**src/rtl/tenyr_mem_arb.sv**
```systemverilog
// Shares one single-port synchronous memory between the fetch (i_*) and data (d_*) ports.
// Define TENYR_ARB_RR_EN for round-robin tie-breaking; otherwise the data port always wins ties.
module tenyr_mem_arb #(
    parameter int WAIT = 1
) (
    input  logic        clk,
    input  logic        reset_n,
    input  logic        i_req,
    input  logic [31:0] i_addr,
    output logic        i_ack,
    output logic [31:0] i_rdata,
    input  logic        d_req,
    input  logic        d_rw,
    input  logic [31:0] d_addr,
    input  logic [31:0] d_wdata,
    output logic        d_ack,
    output logic [31:0] d_rdata,
    output logic        m_en,
    output logic        m_rw,
    output logic [31:0] m_addr,
    output logic [31:0] m_wdata,
    input  logic [31:0] m_rdata
);

    if (WAIT < 0 || WAIT > 15) begin : g_wait_range
        $error("tenyr_mem_arb: WAIT must be in 0..15");
    end

    typedef enum logic [1:0] {IDLE, BUSY, ACK} state_t;

    state_t      state_reg, state_next;
    logic [3:0]  cnt_reg, cnt_next;
    logic        sel_d_reg, sel_d_next;
    logic        m_en_reg, m_en_next;
    logic        m_rw_reg, m_rw_next;
    logic [31:0] m_addr_reg, m_addr_next;
    logic [31:0] m_wdata_reg, m_wdata_next;
    logic        i_ack_reg, i_ack_next;
    logic        d_ack_reg, d_ack_next;
    logic [31:0] i_rdata_reg, i_rdata_next;
    logic [31:0] d_rdata_reg, d_rdata_next;
    logic        grant_d;

`ifdef TENYR_ARB_RR_EN
    logic        last_d_reg, last_d_next;

    // On a tie, the port not granted last time wins.
    assign grant_d = d_req && (!i_req || !last_d_reg);
`else
    assign grant_d = d_req;
`endif

    always_comb begin
        state_next   = state_reg;
        cnt_next     = cnt_reg;
        sel_d_next   = sel_d_reg;
        m_en_next    = m_en_reg;
        m_rw_next    = m_rw_reg;
        m_addr_next  = m_addr_reg;
        m_wdata_next = m_wdata_reg;
        i_ack_next   = 1'b0;
        d_ack_next   = 1'b0;
        i_rdata_next = i_rdata_reg;
        d_rdata_next = d_rdata_reg;
`ifdef TENYR_ARB_RR_EN
        last_d_next  = last_d_reg;
`endif
        case (state_reg)
            IDLE: begin
                if (i_req || d_req) begin
                    sel_d_next = grant_d;
                    m_en_next  = 1'b1;
                    cnt_next   = 4'(WAIT);
                    state_next = BUSY;
`ifdef TENYR_ARB_RR_EN
                    last_d_next = grant_d;
`endif
                    if (grant_d) begin
                        m_rw_next    = d_rw;
                        m_addr_next  = d_addr;
                        m_wdata_next = d_wdata;
                    end else begin
                        m_rw_next    = 1'b0;
                        m_addr_next  = i_addr;
                        m_wdata_next = 32'd0;
                    end
                end
            end
            BUSY: begin
                if (cnt_reg != 4'd0) begin
                    cnt_next = cnt_reg - 4'd1;
                end else begin
                    // Memory data is valid now; writes leave both read buffers alone.
                    if (!m_rw_reg) begin
                        if (sel_d_reg) d_rdata_next = m_rdata;
                        else           i_rdata_next = m_rdata;
                    end
                    m_en_next  = 1'b0;
                    d_ack_next = sel_d_reg;
                    i_ack_next = !sel_d_reg;
                    state_next = ACK;
                end
            end
            ACK: begin
                state_next = IDLE;
            end
            default: begin
                state_next = IDLE;
            end
        endcase
    end

    always_ff @(posedge clk) begin
        if (!reset_n) begin
            state_reg   <= IDLE;
            cnt_reg     <= 4'd0;
            sel_d_reg   <= 1'b0;
            m_en_reg    <= 1'b0;
            m_rw_reg    <= 1'b0;
            m_addr_reg  <= 32'd0;
            m_wdata_reg <= 32'd0;
            i_ack_reg   <= 1'b0;
            d_ack_reg   <= 1'b0;
            i_rdata_reg <= 32'd0;
            d_rdata_reg <= 32'd0;
`ifdef TENYR_ARB_RR_EN
            last_d_reg  <= 1'b0;
`endif
        end else begin
            state_reg   <= state_next;
            cnt_reg     <= cnt_next;
            sel_d_reg   <= sel_d_next;
            m_en_reg    <= m_en_next;
            m_rw_reg    <= m_rw_next;
            m_addr_reg  <= m_addr_next;
            m_wdata_reg <= m_wdata_next;
            i_ack_reg   <= i_ack_next;
            d_ack_reg   <= d_ack_next;
            i_rdata_reg <= i_rdata_next;
            d_rdata_reg <= d_rdata_next;
`ifdef TENYR_ARB_RR_EN
            last_d_reg  <= last_d_next;
`endif
        end
    end

    assign m_en    = m_en_reg;
    assign m_rw    = m_rw_reg;
    assign m_addr  = m_addr_reg;
    assign m_wdata = m_wdata_reg;
    assign i_ack   = i_ack_reg;
    assign d_ack   = d_ack_reg;
    assign i_rdata = i_rdata_reg;
    assign d_rdata = d_rdata_reg;

endmodule

```
**config.mk**
```make
export PLATFORM = sky130hd
export DESIGN_NAME = tenyr_mem_arb
export DESIGN_NICKNAME = d
export VERILOG_FILES = /design/src/rtl/tenyr_mem_arb.sv
export SDC_FILE = /design/constraint.sdc
export NUM_CORES = 1
export LEC_CHECK = 0
export ABC_CLOCK_PERIOD_IN_PS = 2100
export CAP_MARGIN = 20
export CORE_ASPECT_RATIO = 1.4
export CORE_UTILIZATION = 40
export DETAILED_ROUTE_END_ITERATION = 8
export PLACE_DENSITY_LB_ADDON = 0.08
export SLEW_MARGIN = 20
export SYNTH_ARGS = -nofsm -noshare
export SYNTH_HDL_FRONTEND = slang
export SYNTH_SLANG_ARGS = --single-unit
```
**constraint.sdc**
```tcl
create_clock -name clk -period 2.1 [get_ports clk]
set_clock_uncertainty 0.1 [all_clocks]
set_input_delay 0.315 -clock clk [delete_from_list [all_inputs] [get_ports clk]]
set_output_delay 0.315 -clock clk [all_outputs]
set_load 0.05 [all_outputs]
```
After elaboration in Yosys (flattened, before gate mapping)
Cells that the tools add are included.
{"block": "word_totals", "in_bits": 133, "wordCells": 45, "register_bits": 139}
{"block": "classes", "mux": 12, "bitwise": 5, "n_addsub": 1, "n_reduce_logical": 12, "eq_ne": 4}
{"op": "32-bit two-way mux", "n": 2}
{"op": "4-bit two-way mux", "n": 2}
{"op": "4-bit one-hot mux with 2 select lines", "n": 1}
{"op": "4-bit AND reduction", "n": 2}
{"op": "2-bit != test, second input constant", "n": 3}
{"op": "3-bit AND reduction", "n": 2}
{"op": "1-bit NOT", "n": 5}
{"op": "2-bit two-way mux", "n": 2}
{"op": "2-bit one-hot mux with 2 select lines", "n": 1}
{"op": "2-bit AND reduction", "n": 2}
{"op": "4-bit nonzero test", "n": 1}
{"op": "4-bit by 1-bit subtractor with 4-bit output, second input constant", "n": 1}
{"op": "1-bit two-way mux", "n": 3}
{"op": "3-bit OR reduction", "n": 1}
{"op": "2-bit by 1-bit == test with 1-bit output, second input constant", "n": 1}
{"op": "2-bit zero test", "n": 1}
{"op": "1-bit one-hot mux with 2 select lines", "n": 1}
{"op": "2-bit nonzero test", "n": 1}
{"op": "1-bit zero test", "n": 1}
{"op": "1-bit logical OR", "n": 1}

Logic depth before layout (Yosys ltp)
Gate-level depths: netlist (run 1).
{"block": "logic_depth", "depth_word": 3, "mapped_depth": 7, "ltp_nobuf": 5}

Worst setup path before layout (run 1)
OpenSTA, ideal clock, no wires.
{"block": "synth_timing", "kind": "register to register", "startpoint": "register cnt_reg[0]", "endpoint": "register i_rdata_reg[12], in the netlist i_rdata[12]", "t_arrival_ns": 1.494, "setup_slack_ns": 0.374, "required_ns": 1.868, "setup_time_ns": 0.132, "period_less_slack_ns": 1.726, "n_path_buf": 2, "path_stages_with_launch": 8, "path_cell_list": "dfxtp_1 > inv_1 > ha_1 > or3b_1 > buf_2 > clkbuf_1 > o21ai_1 > a21oi_1"}
{"block": "synth_via", "elab_chain_cells": 3}
{"element": "start: declaration", "line": "32", "rtl": "logic [3:0] cnt_reg, cnt_next;"}
{"element": "start signal: assignment", "line": "131", "rtl": "cnt_reg <= cnt_next;"}
{"element": "4-bit nonzero test", "line": "90", "rtl": "if (cnt_reg != 4'd0) begin"}
{"element": "1-bit NOT (no line)"}
{"element": "4-bit AND reduction (no line)"}
{"element": "end signal: assignment", "line": "139", "rtl": "i_rdata_reg <= i_rdata_next;"}
{"element": "end: declaration", "line": "40", "rtl": "logic [31:0] i_rdata_reg, i_rdata_next;"}
Every way passes these cells.
A chain may end at the register's enable or synchronous reset.

Worst setup path in the final report (run 1)
{"block": "layout_timing", "startpoint": "register m_wdata_reg[0], in the netlist m_wdata[0]", "endpoint": "output port m_wdata[0]"}
{"element": "start: declaration", "line": "37", "rtl": "logic [31:0] m_wdata_reg, m_wdata_next;"}
{"element": "start signal: assignment", "line": "136", "rtl": "m_wdata_reg <= m_wdata_next;"}
{"element": "end: declaration", "line": "21", "rtl": "output logic [31:0] m_wdata,"}
No word-level cell between the ends.

==> impl_summary.md, run 1 <==
Clock tree
In this run, CTS created clock tree buffers numbering 17. The buffer type at the clock tree root is sky130_fd_sc_hd__clkbuf_16. The clock tree from TritonCTS is yes. The clock reaches the later pin of the worst-skew pair after 0.41 ns. The count of cells resized by post-cts repair is 0.

The largest buffer count on any clock path is 2. Buffers inserted to repair hold after CTS numbered 0. The deepest level of the CTS H-tree is 4. The clock-pin slew on the worst setup and hold paths is 0.06 ns. Clock tree synthesis found a total of 139 sinks.

The number of setup buffers added after CTS is 0.

Route
The per-cell via count in the routed design is 5.27. Wires add up to 16400 µm. The detailed router finished its first iteration with 162 violations. For this run, the detailed router's first-pass iteration total came to 5. The count of nets left with antenna violations once routing finished came out at 0. The average wire per standard cell is 16.6 µm. Across all layers, the routed design uses 5224 vias. For this run, design rule violations remaining after detail routing come to 0.

Power and ir drop
Summed over all nets, the switching power comes to 2.74 mW. The internal power of the cells totals 5.58 mW. The analysis attributes to cell leakage a power of 3.17 nW. The worst supply voltage drop on vdd is 0.498 mV. In this run, flip-flops and latches consume 35.7% of the power.

Dividing total power by cell area gives a power density of 952 nW/µm². The combinational power share is 27.4%. The switching part of the total power is 32.9%. Per report_power, the clock group accounts for 36.9% of the total.

Die
The floorplan row count is 49. For this design the top-level I/O count stands at 265. From bottom edge to top edge, the die measures 139 µm.

The total die area is 13900 µm². The width of the chip is 100 µm. The initial standard-cell utilization of the core is 41.3%. The core footprint is 13000 µm².

Global route
The final global-route overflow total is 0. The number of global-route vias before repair came to 5203. Across every metal layer, demand over resource in global routing totals 23.6%.

Entering global routing, the biggest net connects 65 pins. The wire length of the first global-routing pass is 25700 µm. The number of antenna violations at the first check in global routing is 0.

Cells and area
The share of layout cells above drive strength 1 is 8.23%. Compared with the post-synthesis result, the final layout area differs by 62.6%. Leaving out fill and tap cells, the most frequent cells in the layout are 260 x sky130_fd_sc_hd__clkdlybuf4s50_1, 139 x sky130_fd_sc_hd__dfxtp_1, 99 x sky130_fd_sc_hd__a21oi_1. For this run, the post-layout net count is 936.

The library cell used most frequently in the layout, excluding fill and tap cells, is sky130_fd_sc_hd__clkdlybuf4s50_1. The utilization after layout is 67.2%. For this run, the number of standard cells in the final layout without fillers is 992. Fill cells in the final layout number 1088. The final antenna diode count is 0.

Placed design
The last weighted congestion value of the routability-driven placer is 0.779. The count of placed standard cells including taps is 960. During placement, the flow inserted port buffers numbering 264. Detailed placement ended at an HPWL of 11600 µm.

Min path
The min-delay analysis places its worst path in the category in2reg.

Yosys
The number of nets produced by synthesis is 696. The post-synthesis instance area is 5370 µm². For this run, the leading register cell type out of synthesis is sky130_fd_sc_hd__dfxtp_1. The average size of a mapped cell is 9.58 µm². Counting distinct cell types in the post-synthesis netlist gives 37. Yosys printed 0 warnings.

For this run, the register share of the synthesized area comes to 51.8%. In the synthesized netlist the async set-or-reset flop fraction comes to 0%. In this run, synthesis produced a sequential element count of 139. Yosys mapped a number of flops with a built-in enable equal to 0. The number of instances in the synthesized netlist is 561.

Critical path
STA classifies the critical path startpoint as a flop. The kind of cell with the highest combined delay along the critical path is buffers and inverters. The endpoint kind of the worst setup timing path is a primary output. The highest cell delay on the worst timing path is 0.82 ns.

The worst setup path is of the reg2out kind. The cell with the largest stage delay on the worst path is sky130_fd_sc_hd__clkdlybuf4s50_1. The worst path required time is 1.68 ns. Traced cell by cell, the critical path runs through clkdlybuf4s50_1. Along the worst path, the maximum fanout reaches 2. The number of buffers and inverters on the critical path is 1. STA puts the critical path data arrival time at 1.59 ns.

Timing
At the pin with the least slew margin, the transition time is 0.701 ns. The minimum clock period after layout is 2.00 ns. Headroom to the max-slew limit came out at 53.1%.

The number of setup violations in the final report is 0. The highest attainable clock frequency is 499 MHz. The final critical-path share of the clock period is 95.5%. The max-slew violation count is 0.

Setup repair after global routing left no endpoint under its margin. The final number of hold-violating endpoints is 0.

Outcome
The run finished with clean final reports.

Flow run
The number of max-cap violations is 0.
[power groups by stage]
stage	registers [mW]	clock network (mW)	logic [mW]
after floorplan	3.72	0	0.718
after global placement	3.02	0	2.25
after detailed placement	3.03	0	2.28
after CTS	2.98	3.13	2.29
after global routing	3.00	3.24	2.41
final	2.97	3.07	2.28
[cell families (layout without fill, tap and decap cells)]
family                     after synthesis  in the layout  synth area share (%)
AOI/OAI and AO/OA                      238            238                  26.6
DFF                                    139            139                  51.8
and+or+nand+nor                         86             86                  9.25
buffers and inverters                   64            317                  5.94
muxes                                   32             32                  5.96
adders and majority gates                2              2                 0.466
[worst paths after layout]
check | cells after the start | from | end | slack (ns)
min reg2reg | 2 | d_rdata[31]$_SDFFE_PN0P_ | d_rdata[31]$_SDFFE_PN0P_ | 0.38
max | 1 | m_wdata[0]$_SDFFE_PN0P_ | m_wdata[0] | 0.1
min | 4 | d_req | cnt_reg[1]$_SDFFE_PN0P_ | 0.30
max reg2reg | 6 | cnt_reg[0]$_SDFFE_PN0P_ | d_rdata[0]$_SDFFE_PN0P_ | 0.18
[per-stage QoR]
| stage | total power [mW] | worst slack (ns) | TNS (ns) | area, µm² | hold WS [ns] |
|---|---|---|---|---|---|
| finish | 8.32 | 0.0954 | 0 | 8740 | 0.299 |
| CTS | 8.39 | 0.0698 | 0 | 8740 | 0.277 |
| global placement | 5.27 | -0.156 | -4.91 | 8120 | 0.361 |
| detailed placement | 5.31 | 0.155 | 0 | 8130 | 0.365 |
| floorplan | 4.43 | 0.374 | 0 | 5370 | 0.340 |
| global route | 8.65 | 0.0387 | 0 | 8740 | 0.303 |
[final cells by class]
class | instances | area [µm²] | share of cell area, %
Clock buffer | 17 | 425 | 4.87
Clock inverter | 15 | 188 | 2.15
Inverter | 4 | 16.3 | 0.186
Multi-Input combinational cell | 358 | 2310 | 26.4
Sequential cell | 139 | 2780 | 31.8
Tap cell | 178 | 223 | 2.55
Timing Repair Buffer | 281 | 2800 | 32.0
[Yosys cell counts (2+ instances only)]
master | number | area share [%]
sky130_fd_sc_hd__a211oi_1 | 32 | 4.5
sky130_fd_sc_hd__a21boi_2 | 2 | 0.42
sky130_fd_sc_hd__a21oi_1 | 99 | 9.2
sky130_fd_sc_hd__a22o_1 | 33 | 5.4
sky130_fd_sc_hd__buf_2 | 33 | 3.1
sky130_fd_sc_hd__buf_6 | 5 | 1.0
sky130_fd_sc_hd__clkbuf_1 | 22 | 1.5
sky130_fd_sc_hd__dfxtp_1 | 139 | 52
sky130_fd_sc_hd__ha_1 | 2 | 0.47
sky130_fd_sc_hd__inv_1 | 4 | 0.28
sky130_fd_sc_hd__mux2i_1 | 32 | 6.0
sky130_fd_sc_hd__nand2b_1 | 2 | 0.23
sky130_fd_sc_hd__nand3_1 | 64 | 6.0
sky130_fd_sc_hd__nor2_1 | 2 | 0.14
sky130_fd_sc_hd__o21ai_0 | 29 | 2.7
sky130_fd_sc_hd__o21ai_1 | 38 | 3.5
sky130_fd_sc_hd__or3_1 | 2 | 0.23
sky130_fd_sc_hd__or4_1 | 2 | 0.28
[routing by layer]
layer	global-route usage (%)	up-vias	part of all wire, %
met1	25.5	2426	38
met4	9.67	0	1.9
met5	0	-	0
met3	6.85	21	7.2
met2	42.4	224	53
li1	-	2553	-
(Power assumes the default switching activity.)
==> run 2, diff against run 1 <==
--- a/config.mk
+++ b/config.mk
@@ -11,6 +11,7 @@
 export CORE_UTILIZATION = 40
 export DETAILED_ROUTE_END_ITERATION = 8
 export PLACE_DENSITY_LB_ADDON = 0.08
+export SETUP_SLACK_MARGIN = 0.02
 export SLEW_MARGIN = 20
 export SYNTH_ARGS = -nofsm -noshare
 export SYNTH_HDL_FRONTEND = slang
==> results of run 2 <==
Final layout, timing and power as in run 1 (identical DEF).
